### config.mk
export PLATFORM = sky130hd
export DESIGN_NAME = vend_ctrl
export DESIGN_NICKNAME = d
export VERILOG_FILES = /design/src/rtl/vend_ctrl.sv
export SDC_FILE = /design/constraint.sdc
export NUM_CORES = 1
export LEC_CHECK = 0
export ABC_CLOCK_PERIOD_IN_PS = 5300
export CAP_MARGIN = 40
export CORE_ASPECT_RATIO = 1.25
export CORE_MARGIN = 3
export CORE_UTILIZATION = 50
export CTS_BUF_LIST = sky130_fd_sc_hd__clkbuf_4
export DETAILED_ROUTE_END_ITERATION = 8
export PLACE_DENSITY = 0.84
export SETUP_SLACK_MARGIN = 0.2
export SLEW_MARGIN = 20
export SYNTH_ARGS = -nofsm -noshare
export SYNTH_HDL_FRONTEND = slang
export SYNTH_SLANG_ARGS = --single-unit
### constraint.sdc
create_clock -name Clk -period 5.3 [get_ports Clk]
set_clock_uncertainty 0.15 [all_clocks]
set_input_delay 1.06 -clock Clk [delete_from_list [all_inputs] [get_ports Clk]]
set_output_delay 1.06 -clock Clk [all_outputs]
set_load 0.01 [all_outputs]
### src/rtl/vend_ctrl.sv
// Coin-accumulating vend sequencer: credit, one-cycle vend, unit-per-cycle change/refund, idle timeout.
// Latency: coin/cancel sampled at edge N is reflected in state and outputs in cycle N+1.
// No backpressure: coins offered while busy (VEND/CHANGE) are dropped and flagged on Err.
module vend_ctrl #(
    parameter int PRICE    = 3,
    parameter int CREDIT_W = 4,
    parameter int TIMEOUT  = 15
) (
    input  logic                Clk,
    input  logic                Reset,
    input  logic [1:0]          D_in,
    input  logic                Cancel,
    output logic                Vend_out,
    output logic                Change_out,
    output logic [CREDIT_W-1:0] Credit,
    output logic                Busy,
    output logic                Err
);

    localparam int TIMER_W = $clog2(TIMEOUT + 1);
    localparam logic [TIMER_W-1:0]  TIMER_LAST = TIMER_W'(TIMEOUT - 1);
    localparam logic [CREDIT_W-1:0] PRICE_C    = CREDIT_W'(PRICE);
    localparam logic [CREDIT_W-1:0] ONE_C      = CREDIT_W'(1);

    typedef enum logic [1:0] {
        ST_IDLE    = 2'd0,
        ST_COLLECT = 2'd1,
        ST_VEND    = 2'd2,
        ST_CHANGE  = 2'd3
    } state_t;

    state_t                r_state;
    state_t                w_state_nxt;
    logic [CREDIT_W-1:0]   r_credit;
    logic [CREDIT_W-1:0]   w_credit_nxt;
    logic [TIMER_W-1:0]    r_timer;
    logic [TIMER_W-1:0]    w_timer_nxt;
    logic                  r_err;
    logic                  w_err_nxt;
    logic [CREDIT_W-1:0]   w_coin_val;
    logic [CREDIT_W-1:0]   w_sum;
    logic                  w_coin;
    logic                  w_accepting;

    // Coin decode: 01 -> 1, 10 -> 2; the illegal code 11 carries no value.
    assign w_coin      = (D_in == 2'b01) || (D_in == 2'b10);
    assign w_coin_val  = w_coin ? CREDIT_W'(D_in) : '0;
    assign w_sum       = r_credit + w_coin_val;
    assign w_accepting = (r_state == ST_IDLE) || (r_state == ST_COLLECT);

    // State, credit, timer and error registers with synchronous active-low reset.
    always_ff @(posedge Clk) begin
        if (!Reset) begin
            r_state  <= ST_IDLE;
            r_credit <= '0;
            r_timer  <= '0;
            r_err    <= 1'b0;
        end else begin
            r_state  <= w_state_nxt;
            r_credit <= w_credit_nxt;
            r_timer  <= w_timer_nxt;
            r_err    <= w_err_nxt;
        end
    end

    // Next-state, credit and timer decisions; cancel outranks vend so a coin arriving with cancel is refunded.
    always_comb begin
        w_state_nxt  = r_state;
        w_credit_nxt = r_credit;
        w_timer_nxt  = '0;
        w_err_nxt    = (D_in == 2'b11) || ((D_in != 2'b00) && !w_accepting);

        case (r_state)
            ST_IDLE, ST_COLLECT: begin
                if (w_coin) begin
                    if (Cancel) begin
                        w_state_nxt  = ST_CHANGE;
                        w_credit_nxt = w_sum;
                    end else if (w_sum >= PRICE_C) begin
                        w_state_nxt  = ST_VEND;
                        w_credit_nxt = w_sum - PRICE_C;
                    end else begin
                        w_state_nxt  = ST_COLLECT;
                        w_credit_nxt = w_sum;
                    end
                end else if (r_credit != '0) begin
                    // Only reachable in COLLECT: IDLE always holds zero credit.
                    if (Cancel || (r_timer == TIMER_LAST)) begin
                        w_state_nxt = ST_CHANGE;
                    end else begin
                        w_timer_nxt = r_timer + TIMER_W'(1);
                    end
                end
            end
            ST_VEND: begin
                w_state_nxt = (r_credit != '0) ? ST_CHANGE : ST_IDLE;
            end
            ST_CHANGE: begin
                w_credit_nxt = r_credit - ONE_C;
                if (r_credit == ONE_C) begin
                    w_state_nxt = ST_IDLE;
                end
            end
            default: begin
                w_state_nxt  = ST_IDLE;
                w_credit_nxt = '0;
            end
        endcase
    end

    // Moore-decoded outputs from the registered state.
    always_comb begin
        Vend_out   = (r_state == ST_VEND);
        Change_out = (r_state == ST_CHANGE);
        Busy       = (r_state == ST_VEND) || (r_state == ST_CHANGE);
        Credit     = r_credit;
        Err        = r_err;
    end

endmodule

==> results.json, run 1 <==
{
  "grt_pass1_vias": 879,
  "finish.instance_area_sq_um": 1030,
  "rows": 16,
  "syn_area_sq_um": 873,
  "grt_setup_unrepaired": "false",
  "postCtsSetupRepairBufs": 0,
  "synth_top_area_share": 0.252,
  "synth.area.top_cells": "dfxtp_1 (25%), ha_1 (16%), inv_1 (5.2%)",
  "drive_gt1_frac": 0.0588,
  "start_util": 0.545,
  "timing.rr.start": "Credit[0]",
  "die_h_um": 52.7,
  "hold_class": "reg -> reg",
  "place.gp.congestion": 0.865,
  "min_from": "r_timer[0]",
  "routed_wirelength_mm": 2.00,
  "min_period_ns": 3.93,
  "areaGrowthSynthToFinish_pct": 18.1,
  "portBuffers": 12,
  "layout.cells.non_filler": 137,
  "peakVddDrop_mv": 0.277,
  "h-tree-depth": 1,
  "die-area_sq_um": 2290,
  "synth_nets": 124,
  "yosysMostFrequentCell": "inv_1",
  "slew_headroom": 0.614,
  "nNetsFinal": 137,
  "hpwlAfterDp_mm": 1.53,
  "slew_viol_final": 0,
  "crit_start": "D_in[1]",
  "clkTransAtPathRegs_ns": 0.08,
  "syn_avg_cell_area_sq_um": 8.16,
  "place_ws_ns": 1.09,
  "max_cap_viol_count": 0,
  "final_util": 0.644,
  "n_antenna_cell": 0,
  "cts_sinks": 11,
  "pwr_density_cell_nw_per_um2": 452,
  "ff2ff_setup_slack_ns": 2.44,
  "crit_type": "in -> reg",
  "finalSetupTns_ns": 0,
  "seq_area_frac_synth": 0.252,
  "cp_data_arrival_time_ns": 3.95,
  "route.detailed.drc": 0,
  "required_ns": 5.32,
  "synth_flop_cell": "dfxtp_1",
  "cts_buffer_depth": 2,
  "synth_edf_count": 0,
  "worstSkewPairLatency_ns": 0.28,
  "finalSetupViolCount": 0,
  "grt.total_usage": 0.210,
  "async_flop_share": 0,
  "ios": 13,
  "critPathLaunchType": "input port",
  "placed_area_sq_um": 1000,
  "ctsRootBufferMaster": "clkbuf_4",
  "hold_viol_final": 0,
  "syn_inst": 107,
  "antenna_violating_nets_post_route": 0,
  "core_sq_um": 1600,
  "min_period_over_period": 0.741,
  "slowest_delay_ns": 0.51,
  "synth_top_area_cell": "dfxtp_1",
  "hold_buffers": 0,
  "tightest_slew_ns": 0.578,
  "cts_resized": 0,
  "grt_max_degree": 14,
  "outcome": "finished clean",
  "fin_ws_ns": 1.37,
  "gr-total-overflow": 0,
  "routedWlPerCell_um": 14.6,
  "path_cells": "clkdlybuf4s50_1 -> inv_1 -> ha_1 -> ha_1 -> inv_1 -> fa_1 -> inv_1 -> ha_1 -> and4bb_1 -> mux2i_1 -> a21oi_1 -> a311o_1",
  "cts_buffers": 3,
  "dp_cells": 133,
  "path_max_fanout": 7,
  "leakagePower_nw": 0.425,
  "antenna_found_initial": 0,
  "die_x_um": 43.4,
  "cts_tree": "done",
  "via_per_inst": 6.19,
  "slowest_stage": "clkdlybuf4s50_1",
  "max_clock_freq_ghz": 0.255,
  "yosys-top-cells-count": "inv_1 (12), dfxtp_1 (11), ha_1 (11), nor2_1 (11), a21oi_1 (7)",
  "ys_warn_count": 0,
  "yosysUniqueCellTypes": 37,
  "drt_iter0_markers": 32,
  "cp_top_family": "adder cells",
  "grt_pass1_wl_mm": 3.69,
  "routed-via-count": 848,
  "critPathBufInv": 4,
  "end_kind": "register",
  "firstDrtPassIters": 4,
  "ys_ff_latch": 11
}
per-layer routing:
layer / vias up / track usage / wire length, um
li1: 405 / - / -
met1: 402 / 0.260 / 782
met2: 35 / 0.352 / 1070
met3: 6 / 0.0309 / 124
met4: 0 / 0.0955 / 27
met5: - / 0 / 0
placed cells by master, fill, tap and decap left out, drive strengths merged, types with 2 or more instances in the layout:
cell | Yosys | final
inv | 12 | 12
clkdlybuf4s50 | 0 | 12
dfxtp | 11 | 11
nor2 | 11 | 11
ha | 11 | 11
a21oi | 7 | 7
nand3 | 6 | 6
nand2 | 4 | 4
clkbuf | 4 | 4
nor2b | 3 | 3
nor3 | 3 | 3
mux2i | 2 | 2
a31oi | 2 | 2
a21o | 2 | 2
o311ai | 2 | 2
xor2 | 2 | 2
o21ai | 2 | 2
xnor2 | 2 | 2
nand4 | 2 | 2
and2 | 2 | 2
sequential cells by signal, summed over array words and instances (netlist names):
register / cells
Credit: 4
Err: 1
r_state: 2
r_timer: 4
power by group:
| part | leakage (nW) | internal (mW) | switching [mW] | total, mW |
|---|---|---|---|---|
| combinational | 0.316 | 0.125 | 0.134 | 0.260 |
| clock | 0.0184 | 0.0343 | 0.0321 | 0.0663 |
| sequential | 0.0902 | 0.104 | 0.0365 | 0.141 |
kinds of logic (layout without fill, tap and decap cells):
kind of cell / count (synthesis) / in the layout / synth area share
AND/OR/NAND/NOR: 39 / 39 / 0.236
AO/OA/AOI/OAI: 22 / 22 / 0.186
buffers and inverters: 16 / 28 / 0.0688
adder cells (fa/ha/maj): 12 / 12 / 0.181
flip-flops: 11 / 11 / 0.252
XOR/XNOR: 4 / 4 / 0.0401
multiplexers: 3 / 3 / 0.0358
cell type report:
cell class,count,area (sq um)
well taps,18,22.5
multi-input cells,80,593
clock buffers,4,30.0
inverters,12,45.0
flip-flops and latches,11,220
fillers,142,571
repair buffers,12,120
final timing paths:
check | to | cells past startpoint
worst max-delay path | Credit[0] | 12
worst min-delay path | r_timer[0] | 1
worst max register to register | Credit[0] | 9
worst min register to register | r_timer[0] | 1
per-stage QoR:
stage	hold slack (ns)	total power [mW]
finish	0.320	0.467
CTS	0.330	0.463
global route	0.355	0.507
floorplan	0.280	0.313
global placement	0.300	0.391
detailed placement	0.313	0.396
Power figures use the tool's default switching activity.
==> inputs of run 2 (changes only) <==
--- a/config.mk
+++ b/config.mk
@@ -5,7 +5,7 @@
 export SDC_FILE = /design/constraint.sdc
 export NUM_CORES = 1
 export LEC_CHECK = 0
-export ABC_CLOCK_PERIOD_IN_PS = 5300
+export ABC_CLOCK_PERIOD_IN_PS = 3900
 export CAP_MARGIN = 40
 export CORE_ASPECT_RATIO = 1.25
 export CORE_MARGIN = 3
==> constraint.sdc (replaced) <==
create_clock -name Clk -period 3.9 [get_ports Clk]
set_clock_uncertainty 0.15 [all_clocks]
set_input_delay 0.78 -clock Clk [delete_from_list [all_inputs] [get_ports Clk]]
set_output_delay 0.78 -clock Clk [all_outputs]
set_load 0.01 [all_outputs]
==> run 2 against run 1 <==
Compared with the run above: sequential share of layout area is 0.38 points lower; clock-buffer cell count stayed put; combinational power rose by 38%; hold slack hardly changed; flip-flop and latch count unchanged; sequential power grew 37%; core utilization up 1.2 points; power up 37%; clock power is 34% higher; critical endpoint is now Credit[1].
==> results.json, run 2 (synthesized netlist as in run 1, its figures left out) <==
{
  "rows": 16,
  "route.detailed.drc": 0,
  "cts_buffers": 3,
  "path_cells": "clkdlybuf4s50_1 -> inv_1 -> ha_1 -> ha_1 -> inv_1 -> fa_1 -> inv_1 -> ha_1 -> nor4b_1 -> mux2i_4 -> a21o_1 -> a31oi_1",
  "drive_gt1_frac": 0.0756,
  "ff2ff_setup_slack_ns": 1.11,
  "via_per_inst": 5.96,
  "ios": 13,
  "hold_viol_final": 0,
  "finalSetupViolCount": 0,
  "finish.instance_area_sq_um": 1050,
  "grt_setup_unrepaired": "false",
  "peakVddDrop_mv": 0.394,
  "grt_pass1_wl_mm": 3.40,
  "min_period_over_period": 0.902,
  "grt_pass1_vias": 805,
  "slew_headroom": 0.638,
  "routedWlPerCell_um": 14.6,
  "cts_buffer_depth": 2,
  "combPwrFrac": 0.560,
  "path_max_fanout": 7,
  "drt_iter0_markers": 22,
  "clkTransAtPathRegs_ns": 0.08,
  "crit_start": "D_in[1]",
  "placed_area_sq_um": 1000,
  "postCtsSetupRepairBufs": 0,
  "p_int_mw": 0.363,
  "leakagePower_nw": 0.420,
  "critPathLaunchType": "input port",
  "h-tree-depth": 1,
  "timing.rr.start": "Credit[0]",
  "reg2reg_to": "Credit[1]",
  "hold_path_end": "r_timer[0]",
  "gr-total-overflow": 0,
  "die_h_um": 52.7,
  "min_period_ns": 3.52,
  "antenna_violating_nets_post_route": 0,
  "pwr-share-clk": 0.139,
  "r2r_cells": 9,
  "cts_tree": "done",
  "final_cell_mix": "inv_1 (12), clkdlybuf4s50_1 (12), dfxtp_1 (11), nor2_1 (11), ha_1 (11)",
  "finalSetupTns_ns": 0,
  "min_from": "r_timer[0]",
  "n_antenna_cell": 0,
  "areaGrowthSynthToFinish_pct": 20.2,
  "grt.total_usage": 0.196,
  "start_util": 0.545,
  "outcome": "finished clean",
  "place.gp.congestion": 0.938,
  "pwr_density_cell_nw_per_um2": 611,
  "portBuffers": 12,
  "power_switching_share": 0.434,
  "crit_type": "in -> reg",
  "tightest_slew_ns": 0.542,
  "whs_path_depth": 1,
  "max_clock_freq_ghz": 0.284,
  "cp_data_arrival_time_ns": 3.57,
  "slowest_delay_ns": 0.56,
  "nNetsFinal": 137,
  "slew_viol_final": 0,
  "max_cap_viol_count": 0,
  "ctsRootBufferMaster": "clkbuf_4",
  "end_kind": "register",
  "p_seq_frac": 0.301,
  "slowest_stage": "fa_1",
  "hpwlAfterDp_mm": 1.50,
  "grt_max_degree": 14,
  "required_ns": 3.95,
  "routed-via-count": 816,
  "routed_wirelength_mm": 2.00,
  "die-area_sq_um": 2290,
  "worstSkewPairLatency_ns": 0.27,
  "hold_class": "reg -> reg",
  "p_sw_mw": 0.278,
  "cts_sinks": 11,
  "firstDrtPassIters": 4,
  "die_x_um": 43.4,
  "antenna_found_initial": 0,
  "core_sq_um": 1600
}
## run 2: cell counts in the layout (fill, tap and decap cells not counted)
Identical to the previous run, type by type.
## run 2: stage by stage
step | util | cells | total power [mW] | hold WS, ns | setup WS (ns)
6_report | 0.655 | 137 | 0.641 | 0.320 | 0.384
5_1_grt | 0.655 | 137 | 0.704 | 0.357 | 0.232
3_5_place_dp | 0.625 | 133 | 0.541 | 0.305 | 0.0214
4_1_cts | 0.644 | 137 | 0.631 | 0.322 | 0.288
3_3_place_gp | 0.625 | 133 | 0.533 | 0.299 | 0.133
2_1_floorplan | - | 107 | 0.425 | 0.280 | 0.782
## run 2: worst max-delay path, delay by kind of cell
family                   cells  cell delay [ns]
adder cells (fa/ha/maj)      4             1.12
buffers and inverters        4             0.68
AND/OR/NAND/NOR              1             0.47
AO/OA/AOI/OAI                2             0.35
multiplexers                 1             0.16
## run 2: layout make-up
cell class	instances	area, sq um
Fill cell	146	552
Clock buffer	4	30.0
Tap cell	18	22.5
Sequential cell	11	220
Multi-Input combinational cell	80	612
Timing Repair Buffer	12	120
Inverter	12	45.0
## run 2: worst max-delay path by stage
stage | to | slack (ns)
5_1_grt | Credit[1] | 0.23
4_1_cts | Credit[0] | 0.29
2_1_floorplan | Credit[0] | 0.78
3_3_place_gp | Credit[0] | 0.13
6_report | Credit[1] | 0.38
3_5_place_dp | Credit[0] | 0.02
## run 2: metal layers
layer / GRT usage / part of all wire / vias up
met2: 0.291 / 0.46 / 33
met1: 0.261 / 0.47 / 365
met3: 0.0309 / 0.040 / 10
met5: 0 / 0 / -
li1: - / - / 408
met4: 0.121 / 0.038 / 0
## run 2: repair_timing
action	4_1_cts	5_1_grt
gates resized for setup	0	3
hold buffers	0	0
endpoints found under the setup margin	0	1
## run 2: power groups by stage
stage	registers [mW]	logic [mW]	clock network, mW
6_report	0.193	0.359	0.0891
2_1_floorplan	0.184	0.242	0
3_3_place_gp	0.194	0.339	0
4_1_cts	0.192	0.348	0.0902
3_5_place_dp	0.195	0.346	0
5_1_grt	0.202	0.403	0.0988
==> inputs of run 3 (changes only) <==
--- a/config.mk
+++ b/config.mk
@@ -5,6 +5,7 @@
 export SDC_FILE = /design/constraint.sdc
 export NUM_CORES = 1
 export LEC_CHECK = 0
+export ABC_AREA = 1
 export ABC_CLOCK_PERIOD_IN_PS = 3900
 export CAP_MARGIN = 40
 export CORE_ASPECT_RATIO = 1.25
@@ -12,7 +13,7 @@
 export CORE_UTILIZATION = 50
 export CTS_BUF_LIST = sky130_fd_sc_hd__clkbuf_4
 export DETAILED_ROUTE_END_ITERATION = 8
-export PLACE_DENSITY = 0.84
+export PLACE_DENSITY = 0.83
 export SETUP_SLACK_MARGIN = 0.2
 export SLEW_MARGIN = 20
 export SYNTH_ARGS = -nofsm -noshare
==> run 3 against run 2 <==
Compared with the run above: fmax is 7.1% higher; sequential power fell by 4%; critical path type unchanged; critical endpoint is now Credit[2]; clock power fell by 8.2%; largest power group unchanged.
==> results.json, run 3 <==
{
  "clkTransAtPathRegs_ns": 0.07,
  "fillers": 141,
  "r2r_cells": 10,
  "async_flop_share": 0,
  "min_period_ns": 3.28,
  "n_antenna_cell": 0,
  "critPathBufInv": 4,
  "areaGrowthSynthToFinish_pct": 17.6,
  "synth_top_area_share": 0.246,
  "antenna_found_initial": 0,
  "crit_start": "D_in[1]",
  "die_x_um": 43.9,
  "endpoint": "Credit[2]",
  "seq_area_frac_synth": 0.246,
  "rows": 16,
  "synth_flop_cell": "dfxtp_1",
  "worstSkewPairLatency_ns": 0.26,
  "drive_gt1_frac": 0.0979,
  "postCtsSetupRepairBufs": 0,
  "path_cells": "clkdlybuf4s50_1 -> inv_1 -> ha_1 -> ha_1 -> inv_1 -> fa_1 -> inv_1 -> ha_1 -> or2_1 -> or2_0 -> o21ai_1 -> nand2_1 -> a21oi_2",
  "nNetsFinal": 161,
  "grt.total_usage": 0.186,
  "placed_area_sq_um": 1020,
  "dp_cells": 157,
  "yosys-top-cells-count": "nand2_1 (22), inv_1 (20), nand3_1 (18)",
  "yosysUniqueCellTypes": 26,
  "hold_viol_final": 0,
  "synth_nets": 146,
  "min_period_over_period": 0.842,
  "leakagePower_nw": 0.511,
  "path_depth": 13,
  "final_cell_mix": "nand2_1 (22), inv_1 (20), nand3_1 (18)",
  "via_per_inst": 5.30,
  "h-tree-depth": 1,
  "cts_resized": 0,
  "start_util": 0.552,
  "core_sq_um": 1620,
  "syn_area_sq_um": 896,
  "required_ns": 3.96,
  "hold_buffers": 0,
  "syn_avg_cell_area_sq_um": 6.94,
  "die-area_sq_um": 2340,
  "ios": 13,
  "reg2reg_to": "Credit[2]",
  "routedWlPerCell_um": 11.4,
  "finish.instance_area_sq_um": 1050,
  "critPathLaunchType": "input port",
  "portBuffers": 12,
  "cts_buffer_depth": 2,
  "ys_ff_latch": 11,
  "cts_sinks": 11,
  "synth.area.top_cells": "dfxtp_1 (25%), ha_1 (15%), nand3_1 (10%)",
  "finalSetupTns_ns": 0,
  "drt_iter0_markers": 25,
  "timing.rr.start": "Credit[0]",
  "routed-via-count": 854,
  "finalSetupViolCount": 0,
  "slowest_stage": "fa_1",
  "cts_tree": "done",
  "tightest_slew_ns": 0.445,
  "antenna_violating_nets_post_route": 0,
  "synth_edf_count": 0,
  "route.detailed.drc": 0,
  "crit_type": "in -> reg",
  "finalPower_mw": 0.697,
  "peakVddDrop_mv": 0.397,
  "die_h_um": 53.3,
  "cp_data_arrival_time_ns": 3.34,
  "layout.cells.non_filler": 161,
  "slowest_delay_ns": 0.52,
  "grt_pass1_vias": 811,
  "yosysMostFrequentCell": "nand2_1",
  "place.gp.congestion": 0.842,
  "firstDrtPassIters": 4,
  "synth_top_area_cell": "dfxtp_1",
  "ff2ff_setup_slack_ns": 1.41,
  "ys_warn_count": 0,
  "cts_buffers": 3,
  "syn_inst": 129,
  "slew_viol_final": 0,
  "gr-total-overflow": 0,
  "grt_setup_unrepaired": "false",
  "ctsRootBufferMaster": "clkbuf_4",
  "max_clock_freq_ghz": 0.304,
  "routed_wirelength_mm": 1.83,
  "outcome": "finished clean",
  "end_kind": "register",
  "final_common_cell": "nand2_1",
  "grt_pass1_wl_mm": 3.26,
  "slew_headroom": 0.703,
  "pwr_density_cell_nw_per_um2": 662,
  "hpwlAfterDp_mm": 1.54,
  "path_max_fanout": 3,
  "cp_top_family": "adder cells",
  "max_cap_viol_count": 0,
  "grt_max_degree": 11,
  "hold_class": "reg -> reg"
}
-- run 3: routing by layer --
layer | up-vias | wire [um] | global-route usage
li1 | 444 | - | -
met1 | 385 | 779 | 0.215
met2 | 21 | 946 | 0.328
met3 | 4 | 79 | 0.0408
met4 | 0 | 25 | 0.0653
met5 | - | 0 | 0
-- run 3: final cells by class --
cell class | count | area [sq um] | area share
clock buffers | 4 | 30.0 | 0.0285
inverters | 22 | 87.6 | 0.0831
multi-input cells | 94 | 573 | 0.544
flip-flops and latches | 11 | 220 | 0.209
well taps | 18 | 22.5 | 0.0214
repair buffers | 12 | 120 | 0.114
-- run 3: cells by family after synthesis --
| logic type | Yosys count | synth area share |
|---|---|---|
| AOI/OAI and AO/OA | 18 | 0.112 |
| buffers and inverters | 24 | 0.115 |
| DFF | 11 | 0.246 |
| adders and majority gates | 12 | 0.176 |
| xor gates and xnor gates | 3 | 0.0293 |
| and+or+nand+nor | 61 | 0.323 |
-- run 3: power by group --
part | switching, mW | leakage (nW) | internal (mW)
combinational | 0.244 | 0.402 | 0.185
clock | 0.0353 | 0.0184 | 0.0465
sequential | 0.0442 | 0.0902 | 0.142
-- run 3: through the flow --
stage / hold WS, ns / util / setup slack [ns]
finish: 0.318 / 0.650 / 0.616
detailed placement: 0.302 / 0.631 / 0.334
floorplan: 0.280 / - / 1.01
CTS: 0.319 / 0.650 / 0.620
global placement: 0.295 / 0.631 / 0.480
global route: 0.337 / 0.650 / 0.490
-- run 3: how the worst min path moves through the flow --
stage	startpoint	end	slack, ns	cells past startpoint
after floorplan	r_timer[0]	r_timer[0]	0.28	1
after global placement	r_timer[0]	r_timer[0]	0.30	1
after detailed placement	r_timer[0]	r_timer[0]	0.30	1
after CTS	r_timer[0]	r_timer[0]	0.32	1
after global routing	r_timer[0]	r_timer[0]	0.34	1
final	r_timer[0]	r_timer[0]	0.32	1
